--- config.mk ---
export PLATFORM = sky130hd
export DESIGN_NAME = zoom_hdmi_fifo_rd_sched
export DESIGN_NICKNAME = d
export VERILOG_FILES = /design/src/rtl/zoom_hdmi_fifo_rd_sched.sv
export SDC_FILE = /design/constraint.sdc
export NUM_CORES = 1
export LEC_CHECK = 0
export ABC_AREA = 0
export BUFFER_PORTS_ARGS = -buffer_cell sky130_fd_sc_hd__buf_2
export CORE_AREA = 2 2 205 207
export DETAILED_ROUTE_END_ITERATION = 7
export DIE_AREA = 0 0 207 209
export GPL_ROUTABILITY_DRIVEN = 0
export PLACE_DENSITY_LB_ADDON = 0.2
export SYNTH_ARGS = -nofsm -noshare
export SYNTH_HDL_FRONTEND = slang
export SYNTH_SLANG_ARGS = --single-unit
--- constraint.sdc ---
create_clock -name rd_clk -period 2.5 [get_ports rd_clk]
set_input_delay 0.25 -clock rd_clk [delete_from_list [all_inputs] [get_ports rd_clk]]
set_output_delay 0.25 -clock rd_clk [all_outputs]
set_load 0.03 [all_outputs]
--- src/rtl/zoom_hdmi_fifo_rd_sched.sv ---
// ---------------------------------------------------------------------------
// zoom_hdmi_fifo_rd_sched
//
// Read-side scheduler for the zoom->HDMI distributed FIFO, running in the
// HDMI pixel clock domain. For each line_req pulse it waits until the FIFO
// holds at least PREFILL_LVL words, then reads exactly LINE_WORDS words.
// While reading it never reads an empty FIFO, and it stalls instead. Read
// data is re-timed into a pix_data/pix_vld stream. The block also counts
// lines per frame and flags underflow and missed-line errors.
//
// Ports
//   rd_clk         pixel clock (rising edge)
//   rd_rst         synchronous active-high reset
//   frame_start    1-cycle frame start pulse; aborts any line in progress
//   line_req       1-cycle request for the next line
//   clear_err      clears the sticky error flags and underflow_cnt
//   fifo_empty     FIFO empty flag
//   fifo_rd_level  FIFO read water level (ADDR_WIDTH+1 bits)
//   fifo_rd_data   FIFO read data
//   fifo_rd_en     FIFO read enable (combinational: READ state and not empty)
//   pix_data       registered pixel word
//   pix_vld        pix_data valid (rd_en delayed by 1+OUT_REG cycles)
//   line_busy      a line is in progress (PREFILL or READ)
//   line_cnt       lines completed in the current frame
//   frame_done     1-cycle pulse after the last line of a frame
//   underflow      sticky: FIFO was empty during READ
//   missed_line    sticky: line_req arrived while a line was in progress
//   underflow_cnt  stall cycles, saturating at 16'hFFFF
// ---------------------------------------------------------------------------
module zoom_hdmi_fifo_rd_sched #(
    parameter int ADDR_WIDTH      = 4,
    parameter int DATA_WIDTH      = 240,
    parameter int OUT_REG         = 0,
    parameter int LINE_WORDS      = 8,
    parameter int PREFILL_LVL     = 4,
    parameter int LINES_PER_FRAME = 1080
) (
    input  logic                  rd_clk,
    input  logic                  rd_rst,
    input  logic                  frame_start,
    input  logic                  line_req,
    input  logic                  clear_err,
    input  logic                  fifo_empty,
    input  logic [ADDR_WIDTH:0]   fifo_rd_level,
    input  logic [DATA_WIDTH-1:0] fifo_rd_data,
    output logic                  fifo_rd_en,
    output logic [DATA_WIDTH-1:0] pix_data,
    output logic                  pix_vld,
    output logic                  line_busy,
    output logic [11:0]           line_cnt,
    output logic                  frame_done,
    output logic                  underflow,
    output logic                  missed_line,
    output logic [15:0]           underflow_cnt
);

    // A 1-bit counter is kept even for LINE_WORDS == 1 so the vector is legal.
    localparam int WCW = (LINE_WORDS > 1) ? $clog2(LINE_WORDS) : 1;
    localparam logic [WCW-1:0]      LAST_WORD   = WCW'(LINE_WORDS - 1);
    localparam logic [ADDR_WIDTH:0] PREFILL_THR = (ADDR_WIDTH + 1)'(PREFILL_LVL);
    localparam logic [11:0]         LAST_LINE   = 12'(LINES_PER_FRAME);

    typedef enum logic [1:0] {
        S_IDLE,
        S_ARMED,
        S_PREFILL,
        S_READ
    } state_t;

    state_t                  r_state;
    logic [WCW-1:0]          r_word_cnt;
    logic [11:0]             r_line_cnt;
    logic                    r_frame_done;
    logic                    r_underflow;
    logic                    r_missed_line;
    logic [15:0]             r_underflow_cnt;
    logic                    r_pix_vld;
    logic [DATA_WIDTH-1:0]   r_pix_data;

    logic                    w_rd_en;
    logic                    w_uf_evt;
    logic                    w_ml_evt;
    logic                    w_busy;
    logic                    w_cap;
    logic [11:0]             w_line_cnt_inc;

    assign w_busy         = (r_state == S_PREFILL) || (r_state == S_READ);
    assign w_rd_en        = (r_state == S_READ) && !fifo_empty;
    assign w_uf_evt       = (r_state == S_READ) && fifo_empty;
    // A request coinciding with frame_start is consumed as line 0, not missed.
    assign w_ml_evt       = line_req && !frame_start && w_busy;
    assign w_line_cnt_inc = r_line_cnt + 12'd1;

    // ---------------------------------------------------------------------
    // Line / frame sequencing
    // ---------------------------------------------------------------------
    always_ff @(posedge rd_clk) begin
        if (rd_rst) begin
            r_state      <= S_IDLE;
            r_word_cnt   <= '0;
            r_line_cnt   <= '0;
            r_frame_done <= 1'b0;
        end else begin
            r_frame_done <= 1'b0;
            if (frame_start) begin
                // Abort whatever is in progress; the FIFO itself is untouched.
                r_line_cnt <= '0;
                r_word_cnt <= '0;
                r_state    <= line_req ? S_PREFILL : S_ARMED;
            end else begin
                case (r_state)
                    S_IDLE: begin
                        // line_req is deliberately ignored until a frame starts
                    end
                    S_ARMED: begin
                        if (line_req) begin
                            r_word_cnt <= '0;
                            r_state    <= S_PREFILL;
                        end
                    end
                    S_PREFILL: begin
                        if (fifo_rd_level >= PREFILL_THR) begin
                            r_state <= S_READ;
                        end
                    end
                    S_READ: begin
                        if (w_rd_en) begin
                            if (r_word_cnt == LAST_WORD) begin
                                r_word_cnt <= '0;
                                r_line_cnt <= w_line_cnt_inc;
                                if (w_line_cnt_inc == LAST_LINE) begin
                                    r_frame_done <= 1'b1;
                                    r_state      <= S_IDLE;
                                end else begin
                                    r_state <= S_ARMED;
                                end
                            end else begin
                                r_word_cnt <= r_word_cnt + 1'b1;
                            end
                        end
                    end
                    default: r_state <= S_IDLE;
                endcase
            end
        end
    end

    // ---------------------------------------------------------------------
    // Error reporting. A fresh event in the same cycle as clear_err survives.
    // ---------------------------------------------------------------------
    always_ff @(posedge rd_clk) begin
        if (rd_rst) begin
            r_underflow     <= 1'b0;
            r_missed_line   <= 1'b0;
            r_underflow_cnt <= '0;
        end else if (clear_err) begin
            r_underflow     <= w_uf_evt;
            r_missed_line   <= w_ml_evt;
            r_underflow_cnt <= w_uf_evt ? 16'd1 : 16'd0;
        end else begin
            if (w_uf_evt) begin
                r_underflow <= 1'b1;
                if (r_underflow_cnt != 16'hFFFF) begin
                    r_underflow_cnt <= r_underflow_cnt + 16'd1;
                end
            end
            if (w_ml_evt) begin
                r_missed_line <= 1'b1;
            end
        end
    end

    // ---------------------------------------------------------------------
    // Data path. With OUT_REG=0 the FIFO word is visible in the rd_en cycle;
    // with OUT_REG=1 it appears one cycle later. w_cap marks the cycle in
    // which fifo_rd_data holds a word that was read.
    // ---------------------------------------------------------------------
    generate
        if (OUT_REG != 0) begin : g_out_reg
            logic r_rd_dly;
            always_ff @(posedge rd_clk) begin
                if (rd_rst) begin
                    r_rd_dly <= 1'b0;
                end else begin
                    r_rd_dly <= w_rd_en;
                end
            end
            assign w_cap = r_rd_dly;
        end else begin : g_no_out_reg
            assign w_cap = w_rd_en;
        end
    endgenerate

    always_ff @(posedge rd_clk) begin
        if (rd_rst) begin
            r_pix_vld  <= 1'b0;
            r_pix_data <= '0;
        end else begin
            r_pix_vld <= w_cap;
            if (w_cap) begin
                r_pix_data <= fifo_rd_data;
            end
        end
    end

    assign fifo_rd_en    = w_rd_en;
    assign pix_data      = r_pix_data;
    assign pix_vld       = r_pix_vld;
    assign line_busy     = w_busy;
    assign line_cnt      = r_line_cnt;
    assign frame_done    = r_frame_done;
    assign underflow     = r_underflow;
    assign missed_line   = r_missed_line;
    assign underflow_cnt = r_underflow_cnt;

endmodule
* Yosys cells after proc, flatten, opt, wreduce, memory -nomap -nowiden
Cells that the tools add are included.
Word-level totals: register bits after elaboration 277, input bits 251, output and inout port bits 274, logic and storage cells 67
Operators by class: add/sub/neg operators 3, order comparisons 1, equality and inequality tests 12, muxes and demuxes 21, bitwise operators 3, reduce and logical (&&, ||, !) cells 18
Operator list (count):
- $mux W16 | 3
- $add A16 B1 Y16 const B | 1
- $ne A16 B16 Y1 const B | 1
- $add A12 B1 Y12 const B | 1
- $eq A12 B11 Y1 const B | 1
- $mux W2 | 6
- $mux W3 | 3
- $reduce_bool A2 Y1 | 4
- $mux W1 | 7
- $ne A3 B2 Y1 const B | 2
- $ne A3 B3 Y1 const B | 2
- $pmux W2 S3 | 1
- $pmux W3 S2 | 1
- $reduce_and A3 Y1 | 2
- $ge A5 B3 Y1 const B | 1
- $reduce_and A5 Y1 | 1
- $reduce_or A5 Y1 | 1
- $eq A2 B2 Y1 const B | 2
- $logic_and A1 B1 Y1 | 4
- $ne A2 B2 Y1 const B | 2
- $reduce_bool A4 Y1 | 1
- $add A3 B1 Y3 const B | 1
- $eq A3 B3 Y1 const B | 1
- $not A1 Y1 | 3
- other kinds (5) | 6

* Longest topological paths before layout
Gate-level depths: netlist of the first run.
depth in word-level cells 7, mapped depth 9, mapped depth without buffers 7

* Least setup slack after synthesis of the first run
No wires, ideal clock.
path type reg2reg, from register r_line_cnt[0] (netlist: line_cnt[0]), to register r_frame_done (netlist: frame_done), setup time 0.073 ns, data arrival time 2.194 ns, required time 2.427 ns, slack 0.233 ns, stages on the path, launching flop included 7, buffers on the path 0, period minus slack after synthesis 2.267 ns, cell sequence dfxtp_1 ha_1 nand2_1 o21ai_0 or4b_1 or4_1 nor3b_2
On the way: word-level cells in the longest chain between the ends 3
RTL lines:
- from (decl) | RTL line 72 | logic [11:0] r_line_cnt;
- from (signal assigned) | RTL line 130 | r_line_cnt <= w_line_cnt_inc;
- $add A12 B1 Y12 | RTL line 92 | assign w_line_cnt_inc = r_line_cnt + 12'd1;
- $eq A12 B11 Y1 | RTL line 131 | if (w_line_cnt_inc == LAST_LINE) begin
- $mux W1 | RTL line 131
- to (signal assigned) | RTL line 102 | r_frame_done <= 1'b0;
- to (signal assigned) | RTL line 104 | r_frame_done <= 1'b0;
- to (signal assigned) | RTL line 132 | r_frame_done <= 1'b1;
- to (decl) | RTL line 73 | logic r_frame_done;
No other way between the ends. A chain may end at the register's enable or synchronous reset.

* Worst setup path after layout of the first run
from register r_state[0], to output fifo_rd_en
On the way: word-level cells in the longest chain between the ends 2
RTL lines:
- from (decl) | RTL line 70 | state_t r_state;
- from (signal assigned) | RTL line 109 | r_state <= line_req ? S_PREFILL : S_ARMED;
- $eq A2 B2 Y1 | RTL line 88 | assign w_rd_en = (r_state == S_READ) && !fifo_empty;
- $logic_and A1 B1 Y1 | RTL line 88
- to (decl) | RTL line 46 | output logic fifo_rd_en,
No other way between the ends.

==> reports/results.ini, run 1 <==
[clock_network]
htreeDepth = 2
clk_path_buf_depth = 3
cts_tree = built
insertion_delay_ps = 530
cts.sinks = 277
post_cts_buffers = 0
cts_resized = 0
cts-root-buf = clkbuf_16
clkTransAtPathRegs_ps = 60
cts_buffers = 34

[power]
power.density_nw_per_um2 = 606
p_leak_nw = 7.11
total_power_w = 0.0101
ir_worst_vdd_uv = 485

[route]
vias = 11200
drc = 0
vias_per_cell = 4.39
routedWlPerCell_um = 14.3
dr.first_iter.drc_count = 540
drt-total-wl_mm = 36.5
detail-route-antenna-nets = 0
dr.pass1.iters = 4

[timing]
final_max_slew_viol_count = 0
fin_ws_ps = 266
rsz0062_at_grt = no
hold_viol = 0
fmax_mhz = 448
fin_tns_setup_ps = 0
final_min_period_over_clock_period_pct = 89.4
finalSetupViolCount = 0
fin_crit_ps = 2230
fin_skew_ps = 20.5
worst_pin_slew_ps = 1090
relSlewSlack_pct = 27.0
whs_ps = 41.4

[synth]
netlist-cell-type-count = 47
syn_avg_cell_area_um2 = 7.87
synth_edf_count = 0
synthCells = 1280
synth_mux_area_share_pct = 0
yosys_most_used_dff = dfxtp_1
syn-num-nets = 1536
synth_top_family_by_area = simple AND/OR/NAND/NOR gates
ys_async_sr_fraction_pct = 0
synth_top_area_cell = dfxtp_1
yosys_warnings = 0
yosys.area_share.simple_pct = 24.2
yosysTopAreaCellShare_pct = 55.1
synth_xor_area_share_pct = 1.57
ys_ff_latch = 277
synthTopCellsByArea = dfxtp_1 55%, nand2_1 19%, a21oi_1 13%
synth-seq-area-share_pct = 55.1
yosys.area_share.adder_pct = 0.621
synth_compound_area_share_pct = 14.5
netlist_area_um2 = 10100

[placed_design]
dpl.hpwl_mm = 23.9
placement.io_buffers = 522
placement.setup.worst_slack_ps = 309

[global_routing]
grt_max_degree = 143
grt_overflow = 0
grt_pass1_wl_mm = 57.2
antenna_found_initial = 0
grt_use_total_pct = 16.0
grt_pass1_vias = 11000

[die]
num_io_pins = 525
die_h_um = 209
core_um2 = 41300
dieArea_um2 = 43300
rows = 75
start_util_pct = 24.4
die_x_um = 207

[layout]
drive_gt1_share_pct = 29.1
antenna_cells = 0
nets = 2252
fin_util_pct = 40.2
area_delta_synth_final_pct = 64.9

[worst_hold_path]
hold_path.startpoint = line_req
min_path_type = in -> reg

[setup_path]
worst_ep_arrival_time_ps = 1980
r2r-start = line_cnt[0]
worstPathMaxFanout = 44
critPathKind = reg -> out
worstSetupEndpointType = output pin
startpoint = r_state[0]
startpoint_type = register
critPathRequiredTime_ps = 2250

[run]
max_cap_violations = 0

[run_status]
status = complete, no violations

-- synth_stat cells, drive strengths merged (2+ instances only) --
library cell,count
nand4,9
clkbuf,88
o22ai,2
inv,6
nand2,503
o21ai,4
a21oi,259
nor2,31
ha,5
and3,3
or2,4
a211oi,2
buf,5
or3,2
dfxtp,277
nand2b,3
xor2,4
nor4,5
and4,3
o211ai,3
nor4b,2
or4,6
o31ai,5
xnor2,14
nor3,8
nor3b,2
nand3,11
nand3b,3
-- what timing repair did --
action | in CTS | in global routing
hold buffers | 241 | 0
setup endpoints to repair | 1 | 0
endpoints found under the hold margin | 244 | 0
-- area by class of cell --
cell class	instances	area, um^2
Fill cell	4240	24700
Sequential cell	277	5550
Timing Repair Buffer	774	5180
Multi-Input combinational cell	903	4120
Clock buffer	50	982
Tap cell	539	674
Clock inverter	5	78.8
Inverter	6	30.0
-- through the flow --
step,cell area (um^2),cells
finish,16600,2554
global route,16600,2554
CTS,16600,2554
detailed placement,13100,2259
global placement,13100,2259
floorplan,10100,1280
-- cells by family after synthesis --
kind of cell | Yosys count
flops | 277
xor+xnor | 18
fa+ha+maj | 5
buf+inv | 100
simple gates | 598
compound gates | 282
-- layout by cell type, fill, tap and decap left out, types with 6 or more instances in the layout --
cell type	synthesis	layout
dlygate4sd3_1	0	241
nor2_1	31	31
xnor2_1	14	14
nand4_1	9	9
buf_4	1	6
clkbuf_16	0	35
nand3_1	11	11
nand2_1	502	502
a21oi_1	259	259
dfxtp_1	277	277
nor3_1	8	8
buf_2	1	521
or4_1	6	6
clkbuf_1	88	10
-- worst max-delay path: stages (launching register included) --
cell and delay [ps]:
dfxtp_1 530, nand2_1 120, or2_4 300, inv_8 240, buf_2 260
-- routing by layer --
layer / track usage [%] / up-vias / routed length (um)
met3: 4.54 / 86 / 2440
met5: 0 / - / 0
li1: - / 5612 / -
met2: 27.7 / 365 / 17800
met1: 18.3 / 5142 / 14800
met4: 7.32 / 0 / 1360
-- final timing paths --
| kind | to | slack, ps | cells past startpoint |
|---|---|---|---|
| max reg2reg | frame_done | 300 | 6 |
| min reg2reg | pix_data[68] | 450 | 2 |
| min | missed_line | 40 | 3 |
| max | fifo_rd_en | 270 | 4 |
-- state kept, by name, indices dropped and copies added, names as in the netlist --
signal	cells
r_word_cnt	3
frame_done	1
missed_line	1
underflow_cnt	16
pix_data	240
line_cnt	12
pix_vld	1
underflow	1
r_state	2
-- power by group --
group,internal (W),switching (W),leakage (nW),total (W)
clock,0.00291,0.00187,0.520,0.00478
sequential,0.00445,0.0000216,2.23,0.00448
combinational,0.000450,0.000363,4.36,0.000814
Power figures use the tool's default switching activity.
==> run 2, diff against run 1 <==
--- a/config.mk
+++ b/config.mk
@@ -5,11 +5,11 @@
 export SDC_FILE = /design/constraint.sdc
 export NUM_CORES = 1
 export LEC_CHECK = 0
-export ABC_AREA = 0
+export ABC_AREA = 1
 export BUFFER_PORTS_ARGS = -buffer_cell sky130_fd_sc_hd__buf_2
-export CORE_AREA = 2 2 205 207
+export CORE_AREA = 2 2 206 208
 export DETAILED_ROUTE_END_ITERATION = 7
-export DIE_AREA = 0 0 207 209
+export DIE_AREA = 0 0 208 210
 export GPL_ROUTABILITY_DRIVEN = 0
 export PLACE_DENSITY_LB_ADDON = 0.2
 export SYNTH_ARGS = -nofsm -noshare
==> reports/results.ini, run 2 <==
[run_status]
status = complete, no violations

[power]
clock_power_share_pct = 46.1
ir_worst_vdd_uv = 541
p_leak_nw = 8.57
power.density_nw_per_um2 = 632
netSwitchingPower_w = 0.00263
total_power_w = 0.0107
combPwrFrac_pct = 11.1
seqPwrFrac_pct = 42.8
switching_share_pct = 24.5
p_int_w = 0.00810

[route]
vias = 11800
drt-total-wl_mm = 38.6
vias_per_cell = 4.41
dr.first_iter.drc_count = 528
drc = 0
detail-route-antenna-nets = 0
routedWlPerCell_um = 14.5
dr.pass1.iters = 4

[worst_hold_path]
worstHoldEndpoint = underflow_cnt[4]
whs_path_depth = 2
min_path_type = in -> reg
hold_path.startpoint = rd_rst

[setup_path]
cpPeakStageDelay_ps = 480
critPathRequiredTime_ps = 2250
r2r-start = underflow_cnt[0]
critical_path.top_delay_family = buffers and inverters
worstSetupEndpointType = output pin
r2r_cells = 9
worst_ep_arrival_time_ps = 2020
startpoint_type = register
critPathKind = reg -> out
crit_buf_inv = 2
reg2reg_slack_ps = 510
worstPathCellList = nand2_2 > nor2_4 > buf_12 > buf_2
slowest_stage = dfxtp_1
worstPathMaxFanout = 96
timing.rr.end = underflow_cnt[6]

[clock_network]
cts_resized = 0
cts-root-buf = clkbuf_16
post_cts_buffers = 0
htreeDepth = 2
cts_buffers = 34
cts.sinks = 277
clk_path_buf_depth = 3
ctsHoldBuffers = 241
insertion_delay_ps = 520
cts_tree = built
clkTransAtPathRegs_ps = 60

[die]
die_x_um = 208
start_util_pct = 25.1
die_h_um = 210
dieArea_um2 = 43700
num_io_pins = 525
core_um2 = 41500
rows = 75

[layout]
nets = 2355
area_delta_synth_final_pct = 63.1
drive_gt1_share_pct = 28.9
area.sequential_um2 = 5550
fillCellCount = 4200
final_common_cell = nor2_1
fin_cells = 2663
layout_common_cells = 530 x nor2_1, 522 x buf_2, 277 x dfxtp_1
fin_util_pct = 41.0
largest_reg_flops = 240
multiInputGateArea_um2 = 4250

[synth]
yosys_warnings = 0
synth_top_area_cell = dfxtp_1
syn_avg_cell_area_um2 = 7.60
synth_most_common_cell = nor2_1
yosys_most_used_dff = dfxtp_1
netlist_area_um2 = 10400
ys_ff_latch = 277
yosysTopAreaCellShare_pct = 53.2
synth_edf_count = 0
netlist-cell-type-count = 34
ys_async_sr_fraction_pct = 0
synthCells = 1370
synthTopCellsByArea = dfxtp_1 53%, nor2_1 19%, o21ai_0 12%
synth_commonest_cells = 530 x nor2_1, 277 x dfxtp_1, 253 x o21ai_0
syn-num-nets = 1626
synth-seq-area-share_pct = 53.2

[placed_design]
placement.setup.worst_slack_ps = 542
dpl.hpwl_mm = 25.8
placement.io_buffers = 522
place_inst = 2361

[global_routing]
grt_overflow = 0
grt_use_total_pct = 16.9
grt_pass1_vias = 11700
antenna_found_initial = 1
grt_pass1_wl_mm = 60.6
grt_max_degree = 146

[run]
max_cap_violations = 0

[timing]
fin_tns_setup_ps = 0
fin_crit_ps = 2270
rsz0062_at_grt = no
fin_ws_ps = 226
worst_pin_slew_ps = 709
finalSetupViolCount = 0
hold_viol = 0
fmax_mhz = 440
relSlewSlack_pct = 52.6
final_max_slew_viol_count = 0
final_min_period_over_clock_period_pct = 91.0
fin_skew_ps = 6.29

-- run 2: changes by cell type after synthesis, sizes merged, moves of 14 or more --
cell    before  now
xnor2       14    0
inv          6   42
a21oi      259   19
nor2        31  532
clkbuf      88   62
nand2      503   80
buf          5   23
nand3       11   37
o21ai        4  255
-- run 2: power groups by stage --
stage	clock network [W]	registers [W]	logic [W]
after floorplan	0	0.00491	0.000248
after global placement	0	0.00468	0.000884
after detailed placement	0	0.00469	0.000888
after CTS	0.00513	0.00459	0.00120
after global routing	0.00530	0.00460	0.00129
final	0.00495	0.00459	0.00119
-- run 2: cell type report --
class	count	area share [%]
inverter	44	1.03
multi-input combinational	964	25.0
antenna	1	0.0147
sequential	277	32.6
clock buffer	49	5.95
tap	539	3.97
timing repair buffer	778	30.7
clock inverter	11	0.663
-- run 2: kinds of logic after synthesis --
kind of cell	after synthesis	share of synthesized area (%)
flip-flops	277	53.2
AND/OR/NAND/NOR	669	25.6
AO/OA/AOI/OAI	289	14.5
XOR/XNOR	1	0.0841
buffers and inverters	129	5.91
adder cells (fa/ha/maj)	5	0.601
-- run 2: how the worst max path moves through the flow --
stage | startpoint | endpoint | cells past startpoint
6_report | r_state[1] | fifo_rd_en | 4
2_1_floorplan | underflow_cnt[0] | underflow_cnt[7] | 9
5_1_grt | r_state[1] | fifo_rd_en | 4
4_1_cts | r_state[1] | fifo_rd_en | 4
3_3_place_gp | underflow_cnt[0] | underflow_cnt[6] | 9
3_5_place_dp | underflow_cnt[0] | underflow_cnt[6] | 9
-- run 2: stage by stage --
step / hold slack [ps] / cell area [um^2]
after CTS: 20.3 / 17000
final: 52.1 / 17000
after global placement: 443 / 13400
after global routing: 52.4 / 17000
after floorplan: 364 / 10400
after detailed placement: 444 / 13400
-- run 2: metal layers --
| layer | global-route usage [%] | wire, um |
|---|---|---|
| met1 | 19.7 | 15800 |
| met2 | 28.7 | 18400 |
| met3 | 5.10 | 2880 |
| met4 | 7.53 | 1590 |
| met5 | 0 | 0 |
==> run 3, diff against run 2 <==
--- a/config.mk
+++ b/config.mk
@@ -6,10 +6,10 @@
 export NUM_CORES = 1
 export LEC_CHECK = 0
 export ABC_AREA = 1
-export BUFFER_PORTS_ARGS = -buffer_cell sky130_fd_sc_hd__buf_2
-export CORE_AREA = 2 2 206 208
+export CORE_AREA = 2 2 203 205
 export DETAILED_ROUTE_END_ITERATION = 7
-export DIE_AREA = 0 0 208 210
+export DIE_AREA = 0 0 205 207
+export DONT_BUFFER_PORTS = 1
 export GPL_ROUTABILITY_DRIVEN = 0
 export PLACE_DENSITY_LB_ADDON = 0.2
 export SYNTH_ARGS = -nofsm -noshare
==> reports/results.ini, run 3 (same netlist as run 2, synthesis figures left out) <==
[run_status]
status = complete, no violations

[route]
highest_layer = met4
detail-route-antenna-nets = 0
dr.pass1.iters = 7
vias_per_cell = 4.62
met2_length_mm = 17.0
drt-total-wl_mm = 34.9
dr.first_iter.drc_count = 565
drc = 0
wl_met1_mm = 13.3
routedWlPerCell_um = 16.2
wl_met3_mm = 3.20
vias = 9942

[global_routing]
grt_overflow = 0
antenna_found_initial = 1
grt_pass1_vias = 9934
grt_pass1_wl_mm = 53.3
grt_max_degree = 104
grt_use_total_pct = 15.4

[clock_network]
cts-root-buf = clkbuf_16
cts_buffers = 31
post_cts_buffers = 0
insertion_delay_ps = 560
cts.sinks = 277
clk_path_buf_depth = 3
cts_tree = built
htreeDepth = 1
clkTransAtPathRegs_ps = 60

[die]
die_h_um = 207
core_um2 = 40400
num_io_pins = 525
start_util_pct = 25.8
die_x_um = 205
dieArea_um2 = 42400
rows = 74

[setup_path]
r2r_cells = 9
timing.rr.end = underflow_cnt[10]
worstSetupEndpointType = output pin
worstPathMaxFanout = 101
reg2reg_slack_ps = 480
critPathKind = reg -> out
worst_ep_arrival_time_ps = 1790
r2r-start = underflow_cnt[8]
startpoint_type = register
startpoint = r_state[0]
worstSetupEndpoint = fifo_rd_en
critPathRequiredTime_ps = 2250

[layout]
nets = 1854
final_common_cell = nor2_1
area.sequential_um2 = 5550
area_delta_synth_final_pct = 38.8
largest_reg_flops = 240
multiInputGateArea_um2 = 4250
layout_common_cells = 530 x nor2_1, 277 x dfxtp_1, 253 x o21ai_0
fin_util_pct = 35.8
drive_gt1_share_pct = 6.42
fillCellCount = 4161

[worst_hold_path]
hold_path.startpoint = frame_start
min_path_type = in -> reg

[power]
netSwitchingPower_w = 0.00243
seqPwrFrac_pct = 47.9
p_leak_nw = 6.16
power.density_nw_per_um2 = 701
clock_power_share_pct = 45.7
ir_worst_vdd_uv = 463
p_int_w = 0.00770
switching_share_pct = 24.0
combPwrFrac_pct = 6.4

[timing]
final_min_period_over_clock_period_pct = 81.6
relSlewSlack_pct = 55.1
fin_skew_ps = 21.0
finalSetupViolCount = 0
hold_viol = 0
final_max_slew_viol_count = 0
fin_crit_ps = 2040
worst_pin_slew_ps = 672
fmax_mhz = 490
rsz0062_at_grt = no
fin_tns_setup_ps = 0

[run]
max_cap_violations = 0

[placed_design]
placement.io_buffers = 0
dpl.hpwl_mm = 22.8

run 3: worst min-delay path by stage:
stage	to	cells after the start
floorplan	underflow	1
global placement	underflow_cnt[4]	1
detailed placement	underflow_cnt[4]	1
CTS	r_state[0]	4
global route	r_word_cnt[2]	3
finish	r_state[0]	4
run 3: worst max-delay path, cell delays in order (launching register included):
cell	delay, ps
dfxtp_1	430
nand2_2	140
nor2_4	250
buf_12	320
run 3: timing repair:
item,in CTS,in global routing
endpoints found under the hold margin,263,0
hold buffers,247,0
gates resized for setup,0,0
run 3: area by class of cell:
type / count / area share [%]
multi-input combinational: 964 / 29.4
tap: 532 / 4.61
sequential: 277 / 38.4
antenna: 1 / 0.0173
clock inverter: 7 / 0.840
clock buffer: 48 / 6.36
inverter: 44 / 1.21
timing repair buffer: 280 / 19.2
run 3: through the flow:
stage / total power (W) / hold slack, ps / cell area (um^2) / std cells / setup WS (ps)
floorplan: 0.00516 / 364 / 10400 / 1370 / 632
global placement: 0.00526 / 317 / 10900 / 1850 / 456
detailed placement: 0.00527 / 318 / 10900 / 1850 / 487
CTS: 0.0103 / 0.309 / 14500 / 2152 / 420
global route: 0.0105 / 64.3 / 14500 / 2153 / 263
finish: 0.0101 / 72.7 / 14500 / 2153 / 460
run 3: routing by layer:
metal / global-route usage, % / vias to the layer above
li1: - / 4880
met5: 0 / -
met1: 17.1 / 4544
met3: 4.78 / 83
met2: 27.1 / 435
met4: 6.67 / 0
run 3: power by group through the flow:
stage	logic (W)	registers (W)	clock network [W]
finish	0.000652	0.00486	0.00463
global route	0.000717	0.00486	0.00496
CTS	0.000649	0.00485	0.00479
detailed placement	0.000317	0.00495	0
global placement	0.000309	0.00495	0
floorplan	0.000248	0.00491	0
